==> src/rtl/spi_seq_pkg.sv <==
// Shared types for the SPI command sequencer: FSM state encoding and the
// command FIFO entry layout.
package spi_seq_pkg;

  typedef enum logic [1:0] {
    IDLE      = 2'd0,
    ISSUE     = 2'd1,
    WAIT_BUSY = 2'd2,
    WAIT_DONE = 2'd3
  } seq_state_t;

  typedef struct packed {
    logic [31:0] data;
    logic [7:0]  mosi_width;
    logic [7:0]  miso_width;
  } cmd_entry_t;

  localparam int CMD_ENTRY_W = $bits(cmd_entry_t);
  localparam int RSP_ENTRY_W = 32;

endpackage

==> src/rtl/sync_fifo.sv <==
// Single-clock first-word-fall-through FIFO with occupancy count.
// Pushes when full and pops when empty are ignored.
module sync_fifo #(
  parameter int WIDTH      = 32,
  parameter int DEPTH_LOG2 = 4
) (
  input  logic                  i_clk,
  input  logic                  i_reset,
  input  logic                  i_push,
  input  logic [WIDTH-1:0]      i_data,
  input  logic                  i_pop,
  output logic [WIDTH-1:0]      o_data,
  output logic                  o_full,
  output logic                  o_empty,
  output logic [DEPTH_LOG2:0]   o_level
);

  localparam int DEPTH = 1 << DEPTH_LOG2;
  localparam logic [DEPTH_LOG2:0]   FULL_LVL = (DEPTH_LOG2 + 1)'(DEPTH);
  localparam logic [DEPTH_LOG2:0]   LVL_ONE  = 1;
  localparam logic [DEPTH_LOG2-1:0] PTR_ONE  = 1;

  logic [WIDTH-1:0]      r_mem [DEPTH];
  logic [DEPTH_LOG2-1:0] r_wr_ptr;
  logic [DEPTH_LOG2-1:0] r_rd_ptr;
  logic [DEPTH_LOG2:0]   r_level;
  logic                  w_push;
  logic                  w_pop;

  assign o_full  = (r_level == FULL_LVL);
  assign o_empty = (r_level == '0);
  assign o_level = r_level;
  assign o_data  = r_mem[r_rd_ptr];

  assign w_push = i_push && !o_full;
  assign w_pop  = i_pop && !o_empty;

  always_ff @(posedge i_clk) begin
    if (i_reset) begin
      r_wr_ptr <= '0;
      r_rd_ptr <= '0;
      r_level  <= '0;
    end else begin
      if (w_push) r_wr_ptr <= r_wr_ptr + PTR_ONE;
      if (w_pop)  r_rd_ptr <= r_rd_ptr + PTR_ONE;
      case ({w_push, w_pop})
        2'b10:   r_level <= r_level + LVL_ONE;
        2'b01:   r_level <= r_level - LVL_ONE;
        default: r_level <= r_level;
      endcase
    end
  end

  // Storage is not reset; contents are only visible once written.
  always_ff @(posedge i_clk) begin
    if (w_push) r_mem[r_wr_ptr] <= i_data;
  end

endmodule

==> src/rtl/spi_cmd_sequencer.sv <==
// Feeds queued SPI commands to the controller over KICK/BUSY and collects
// captured MISO words into a response FIFO.
module spi_cmd_sequencer
  import spi_seq_pkg::*;
#(
  parameter int CMD_DEPTH_LOG2 = 4,
  parameter int RSP_DEPTH_LOG2 = 4
) (
  input  logic                       i_clk,
  input  logic                       i_reset,
  input  logic                       i_cmd_we,
  input  logic [31:0]                i_cmd_data,
  input  logic [7:0]                 i_cmd_mosi_width,
  input  logic [7:0]                 i_cmd_miso_width,
  output logic                       o_cmd_full,
  output logic [CMD_DEPTH_LOG2:0]    o_cmd_level,
  input  logic                       i_rsp_re,
  output logic [31:0]                o_rsp_data,
  output logic                       o_rsp_empty,
  output logic [RSP_DEPTH_LOG2:0]    o_rsp_level,
  input  logic                       i_enable,
  output logic                       o_active,
  output logic                       o_kick,
  input  logic                       i_busy,
  output logic [31:0]                o_din,
  output logic [7:0]                 o_mosi_width,
  output logic [7:0]                 o_miso_width,
  input  logic [31:0]                i_dout
);

  localparam int RSP_DEPTH = 1 << RSP_DEPTH_LOG2;

  seq_state_t                r_state;
  seq_state_t                w_state_nxt;
  logic [31:0]               r_din;
  logic [7:0]                r_mosi_width;
  logic [7:0]                r_miso_width;
  logic                      r_need_rsp;

  cmd_entry_t                w_cmd_wdata;
  cmd_entry_t                w_cmd_head;
  logic                      w_cmd_empty;
  logic                      w_cmd_pop;
  logic [RSP_DEPTH_LOG2:0]   w_rsp_level;
  logic                      w_rsp_push;
  logic                      w_rsv;
  logic                      w_rsp_room;
  logic                      w_kick;

  assign w_cmd_wdata = '{data:       i_cmd_data,
                         mosi_width: i_cmd_mosi_width,
                         miso_width: i_cmd_miso_width};

  sync_fifo #(
    .WIDTH      (CMD_ENTRY_W),
    .DEPTH_LOG2 (CMD_DEPTH_LOG2)
  ) u_cmd_fifo (
    .i_clk   (i_clk),
    .i_reset (i_reset),
    .i_push  (i_cmd_we),
    .i_data  (w_cmd_wdata),
    .i_pop   (w_cmd_pop),
    .o_data  (w_cmd_head),
    .o_full  (o_cmd_full),
    .o_empty (w_cmd_empty),
    .o_level (o_cmd_level)
  );

  sync_fifo #(
    .WIDTH      (RSP_ENTRY_W),
    .DEPTH_LOG2 (RSP_DEPTH_LOG2)
  ) u_rsp_fifo (
    .i_clk   (i_clk),
    .i_reset (i_reset),
    .i_push  (w_rsp_push),
    .i_data  (i_dout),
    .i_pop   (i_rsp_re),
    .o_data  (o_rsp_data),
    .o_full  (),
    .o_empty (o_rsp_empty),
    .o_level (w_rsp_level)
  );

  assign o_rsp_level = w_rsp_level;

  // A transfer that will produce a response holds its slot from issue to push,
  // so the WAIT_DONE push can never find the FIFO full.
  assign w_rsv      = r_need_rsp && (r_state != IDLE);
  assign w_rsp_room = (int'(w_rsp_level) + int'(w_rsv)) < RSP_DEPTH;

  always_comb begin
    w_state_nxt = r_state;
    w_cmd_pop   = 1'b0;
    w_rsp_push  = 1'b0;
    w_kick      = 1'b0;
    case (r_state)
      IDLE: begin
        if (i_enable && !w_cmd_empty &&
            ((w_cmd_head.miso_width == 8'd0) || w_rsp_room)) begin
          w_cmd_pop   = 1'b1;
          w_state_nxt = ISSUE;
        end
      end
      ISSUE: begin
        w_kick      = 1'b1;
        w_state_nxt = WAIT_BUSY;
      end
      WAIT_BUSY: begin
        w_kick = 1'b1;
        if (i_busy) w_state_nxt = WAIT_DONE;
      end
      WAIT_DONE: begin
        if (!i_busy) begin
          w_rsp_push  = r_need_rsp;
          w_state_nxt = IDLE;
        end
      end
      default: w_state_nxt = IDLE;
    endcase
  end

  always_ff @(posedge i_clk) begin
    if (i_reset) begin
      r_state      <= IDLE;
      r_din        <= '0;
      r_mosi_width <= '0;
      r_miso_width <= '0;
      r_need_rsp   <= 1'b0;
    end else begin
      r_state <= w_state_nxt;
      if (w_cmd_pop) begin
        r_din        <= w_cmd_head.data;
        r_mosi_width <= w_cmd_head.mosi_width;
        r_miso_width <= w_cmd_head.miso_width;
        r_need_rsp   <= (w_cmd_head.miso_width != 8'd0);
      end
    end
  end

  assign o_kick       = w_kick;
  assign o_active     = (r_state != IDLE);
  assign o_din        = r_din;
  assign o_mosi_width = r_mosi_width;
  assign o_miso_width = r_miso_width;

endmodule

==> config.mk <==
export PLATFORM = sky130hd
export DESIGN_NAME = spi_cmd_sequencer
export DESIGN_NICKNAME = d
export VERILOG_FILES = /design/src/rtl/spi_seq_pkg.sv /design/src/rtl/sync_fifo.sv /design/src/rtl/spi_cmd_sequencer.sv
export SDC_FILE = /design/constraint.sdc
export NUM_CORES = 1
export LEC_CHECK = 0
export ABC_AREA = 1
export BUFFER_PORTS_ARGS = -buffer_cell sky130_fd_sc_hd__buf_2
export CORE_ASPECT_RATIO = 0.8
export CORE_MARGIN = 5
export CORE_UTILIZATION = 60
export DETAILED_ROUTE_END_ITERATION = 10
export PLACE_DENSITY_LB_ADDON = 0.25
export SLEW_MARGIN = 0
export SYNTH_ARGS = -nofsm -noshare
export SYNTH_HDL_FRONTEND = slang
export SYNTH_SLANG_ARGS = --single-unit
export TNS_END_PERCENT = 1
==> constraint.sdc <==
create_clock -name i_clk -period 4.4 [get_ports i_clk]
set_clock_uncertainty 0.05 [all_clocks]
set_input_delay 0.22 -clock i_clk [delete_from_list [all_inputs] [get_ports i_clk]]
set_output_delay 0.22 -clock i_clk [all_outputs]
set_load 0.01 [all_outputs]
Yosys cells after proc, flatten, opt, wreduce, memory -nomap -nowiden
Memories as Yosys holds them, arrays and structs flattened. A register that Yosys moved wholly into a read port is not among the register bits.
Index checks and enable logic that the tools add are counted.
- logic and storage cells: 76
- output and inout bits: 94
- RAM bits: 1280
- memories kept: 2
- register bits: 77
- input port bits: 86
- memories (memory ; depth ; width ; rd ports ; clocked after Yosys merged registers in ; write ports ; line ; source):
    u_cmd_fifo.r_mem ; 16 ; 48 ; 1 ; 1 ; 1 ; sync_fifo.sv:23 ; logic [WIDTH-1:0] r_mem [DEPTH];
    u_rsp_fifo.r_mem ; 16 ; 32 ; 1 ; 1 ; 1 ; sync_fifo.sv:23 ;
- add/sub/neg operators: 9
- multiplexer cells: 19
- reductions and logical operators: 22
- $lt $le $gt $ge: 1
- equality and inequality tests: 12
- operators with widths (operator ; number):
    $pmux 5 s2 ; 2
    $add 4x1->4 const B ; 4
    $mux 4 ; 4
    $add 5x1->5 const B ; 2
    $eq 5x5->1 const B ; 2
    $logic_not 5->1 ; 2
    $sub 5x1->5 const B ; 2
    $mux 1 ; 9
    $eq 2x2->1 const B ; 4
    $logic_not 8->1 ; 1
    $pmux 2 s4 ; 1
    $reduce_bool 8->1 ; 1
    $logic_and 1x1->1 ; 7
    $add 5x1->6 ; 1
    $eq 2x1->1 const B ; 3
    $lt 6x5->1 const B ; 1
    $mux 2 ; 3
    $ne 2x2->1 const B ; 3
    $reduce_bool 2->1 ; 3
    $logic_not 1->1 ; 4
    $reduce_and 3->1 ; 1
    $logic_not 2->1 ; 1
    $reduce_or 2->1 ; 1
    $logic_or 1x1->1 ; 1

Longest topological paths before layout
- word-level depth: 11
- depth in mapped cells: 26

Cells and area by module
Synthesis repeated with hierarchy kept, for this count alone.
- cell total of the unflattened synthesis: 3893
- area total of the unflattened synthesis: 55155.4 um2
- by module, submodules not included (module ; area an instance (um2) ; seq. area each (um2) ; cells an instance ; instances):
    sync_fifo (u_cmd_fifo) ; 31672.9 ; 23402.4 ; 2153 ; 1
    sync_fifo (u_rsp_fifo) ; 21548.2 ; 15715.1 ; 1481 ; 1
    spi_cmd_sequencer ; 1934.4 ; 1021.0 ; 259 ; 1

Worst setup path before layout
Ideal clock, no wire load.
- kind: register -> register
- start: register u_cmd_fifo.r_level[1], in the netlist u_cmd_fifo.o_level[1]
- end: memory u_cmd_fifo.r_mem[11][0] (netlist name), enable pin
- library setup time: 0.454 ns
- arrival: 2.940 ns
- period minus slack after synthesis: 3.443 ns
- data required time: 3.896 ns
- stages on the path, launching flop included: 7
- buffers on the path: 0
- path slack: 0.957 ns
- cells stage by stage: dfxtp_1 nor4_1 nand2_1 nand2_1 inv_1 nand2_1 nor2_1
- word-level cells in the longest chain between the ends: 5
- ends and longest elaborated chain (item ; line ; source):
    from (decl) ; sync_fifo.sv:26 ; logic [DEPTH_LOG2:0] r_level;
    from (signal assigned) ; sync_fifo.sv:47 ; 2'b10: r_level <= r_level + LVL_ONE;
    from (signal assigned) ; sync_fifo.sv:48 ; 2'b01: r_level <= r_level - LVL_ONE;
    from (signal assigned) ; sync_fifo.sv:49 ; default: r_level <= r_level;
    $eq 5x5->1 ; sync_fifo.sv:30 ; assign o_full = (r_level == FULL_LVL);
    $logic_not 1->1 ; sync_fifo.sv:35 ; assign w_push = i_push && !o_full;
    $logic_and 1x1->1 ; sync_fifo.sv:35 ;
    $mux 1 ; sync_fifo.sv:56 ; if (w_push) r_mem[r_wr_ptr] <= i_data;
    $mux 1 (not written as such) ; sync_fifo.sv:56 ;
    to (decl) ; sync_fifo.sv:23 ;
No other way between the ends.

==> impl_results.md <==
- Outcome: completed
- Worst setup SP type: flip-flop
- Detailed-route DRC error count: 0
- Synth Register Bits: 1365
- Switching pwr: 9.800 mW
- Reg2reg end: o_din[11]$_SDFFE_PP0N_
- Cell Pwr Density: 536.7 nW/um^2
- Wirelength, routed: 131400 um
- Mapped Area: 53640 sq um
- Fin nets: 4314
- Mux cell area share after synthesis: 0.02407
- Gp weighted congestion: 0.7682
- Simple-gate area share of the yosys netlist: 0.07040
- Max-cap violations: 0
- First-pass GRT wire length: 197200 um
- RSZ-0062 raised after global routing: no
- Layout area overhead: 13.63%
- Fillers: 6086
- Vias in the first global route: 32008
- Largest family of logic cells by synthesized area: compound AO/OA/AOI/OAI gates
- Io pins: 180
- Die width: 344.3 um
- Initial core utilization: 0.6025
- Yosys warning total: 0
- Least-Margin Pin Slew: 1137 ps
- Core Area: 89020 sq um
- Layout Cells excl Fill: 5510
- Setup CP Type: flip-flop to flip-flop
- Hold WC Path Type: primary input to flip-flop
- Flop pwr share: 0.458
- Main synth FF type: edfxtp_1
- Register area: 40160 sq um
- CP max stage cell: buf_4
- Dpl hpwl: 65530 um
- Worst hold margin: 310.5 ps
- CTS clock-pin slew for the worst setup and hold paths: 60 ps
- DR iter-0 viols: 4172
- Req. time, crit path: 4990 ps
- Final Hold Viols: 0
- Antenna-violating nets left: 0
- Max Transition Viols Final: 0
- Post-synth EDFFs: 1280
- Setup repair bufs after CTS: 0
- CP arrival: 4400 ps
- Die height: 277.4 um
- Final instance area: 60950 sq um
- Post-synthesis sequential area ratio: 0.7483
- Reg2reg path depth: 9
- Initial antenna violation count: 6
- Synth cell count leaders: edfxtp_1, o21ai_0, nor2_1
- Crit-path cells: inv_8, buf_4, buf_4, o21ai_0, o221ai_1, nand3_1, nand2_1, nand2_1, a21oi_1
- Gr usage total: 0.2726
- Max Root-Sink Buffers: 3
- Setup violators final: 0
- Drt via density: 6.131
- CP Capture Type: flip-flop
- IR Drop Worst-Case VDD: 475.3 uV
- DP Area: 55940 sq um
- Clock power frac: 0.332
- # placed instances: 5187
- Int Power: 22.91 mW
- IO Port Bufs: 179
- Clk sink count: 1365
- Critical path peak fanout: 115
- CP Capture Point: o_din[11]$_SDFFE_PP0N_
- R2R Setup Slk: 590 ps
- Die area: 95510 sq um
- GRT overflow: 0
- Tmin final: 3812 ps
- XOR/XNOR Fraction of Synth Area: 0.0009797
- Async S/R FF share, synth: 0
- TritonCTS clock tree: built
- Slew Limit Headroom: 0.2422
- Wirelength per Cell: 23.84 um
- Yosys cell types: 34
- Clock buffer count from CTS: 131
- Final TNS setup: 0 ps
- Most common cell in the netlist: edfxtp_1
- Switching share of power: 0.2996
- Comb pwr share: 0.210
- Leakage power: 20.79 nW
- Largest stage delay, worst path: 980 ps
- Fin crit share: 0.8664
- Compound-Gate Fraction of Synth Area: 0.1150
- Multi-input logic area: 11830 sq um
- H-tree depth: 4
- Drt pass-1 iters: 6
- Skew-Pair Late Insertion Delay: 730 ps
- Via count: 33783
- Area leader, netlist: edfxtp_1
- Core Rows: 98
- Share of cells above drive strength 1: 0.1124
- CTS root buf: clkbuf_16
- Post-Syn Instances: 3999
- Adder-cell share of the synthesized area: 0.005645
- Yosys top cell area share: 0.7166
- Largest net degree at the start of global routing: 129
- Syn nets: 4108
- Maximum clock frequency: 262.3 MHz
- Syn Area/Cell: 13.41 sq um
- Synth area leaders: edfxtp_1, o21ai_0, dfxtp_1
[placed cells by master, fill, tap and decap left out, types with 129 or more instances in the layout]
cell type and count:
edfxtp_1 1280, o21ai_0 486, nand2_1 375, nor2_1 370
inv_1 217, a21oi_1 201, buf_2 179, o211ai_1 170
nand3_1 161, clkbuf_16 133, mux2i_1 129
[kinds of logic after synthesis]
family                   after synthesis
multiplexers                         129
buffers and inverters                491
flip-flops                          1365
AO/OA/AOI/OAI                       1040
AND/OR/NAND/NOR                      945
XOR/XNOR                               6
adder cells (fa/ha/maj)               23
[registers in the layout, summed over array words and instances, names as in the netlist, named ones only]
| register | count |
|---|---|
| u_cmd_fifo.r_mem | 768 |
| u_rsp_fifo.r_mem | 512 |
| o_din | 32 |
| o_miso_width | 8 |
| o_mosi_width | 8 |
| u_cmd_fifo.o_level | 5 |
| u_rsp_fifo.o_level | 5 |
| u_cmd_fifo.r_rd_ptr | 4 |
| u_cmd_fifo.r_wr_ptr | 4 |
| u_rsp_fifo.r_rd_ptr | 4 |
| u_rsp_fifo.r_wr_ptr | 4 |
| r_state | 2 |
| r_need_rsp | 1 |
[worst min path at each step]
stage	start	endpoint	cells after the start
floorplan	i_cmd_miso_width[0]	u_cmd_fifo.r_mem[0][0]$_DFFE_PP_	0
global placement	u_rsp_fifo.r_rd_ptr[3]$_SDFFE_PP0P_	flip-flop	2
finish	i_reset	o_din[27]$_SDFFE_PP0N_	3
CTS	i_reset	o_din[27]$_SDFFE_PP0N_	3
detailed placement	u_rsp_fifo.r_rd_ptr[3]$_SDFFE_PP0P_	flip-flop	2
global route	i_reset	o_din[23]$_SDFFE_PP0N_	3
[routing by layer]
layer  part of all wire  track usage  routed length [um]
met1               0.42       0.4173               55650
met5           0.000099            0                  13
met2               0.45       0.4013               59380
met4              0.027      0.08438                3490
met3              0.098      0.05451               12830
[repair_timing]
action	4_1_cts	5_1_grt
resized for setup	0	0
endpoints found under the setup margin	0	0
hold buffers	85	0
endpoints found under the hold margin	1304	0
[critical path: cells and delay by family (launching register included)]
kind                   cells  cell delay, ps
flip-flops                 1             370
AO/OA/AOI/OAI              3             670
buffers and inverters      3            2180
AND/OR/NAND/NOR            3             240
[stage by stage]
stage | setup slack (ps) | utilization | power, mW
detailed placement | 668.7 | 0.6285 | 21.98
global placement | 830.2 | 0.6285 | 21.84
CTS | 674.4 | 0.6845 | 32.82
finish | 588.0 | 0.6846 | 32.71
floorplan | 956.6 | - | 19.87
global route | 304.3 | 0.6846 | 34.23
[layout make-up]
cell class	count	share of cell area
timing repair buffer	340	0.04007
clock buffer	183	0.05917
tap	1200	0.02464
antenna	3	0.0001232
inverter	224	0.01410
clock inverter	52	0.008807
multi-input combinational	2143	0.1941
sequential	1365	0.6590
[power by group through the flow]
stage	combinational, mW	clock (mW)	sequential, mW
after floorplan	4.79	0	15.1
after global placement	6.61	0	15.2
after detailed placement	6.74	0	15.2
after CTS	6.86	11.0	15.0
after global routing	7.63	11.6	15.0
final	6.88	10.9	15.0
Power figures use the tool's default switching activity.
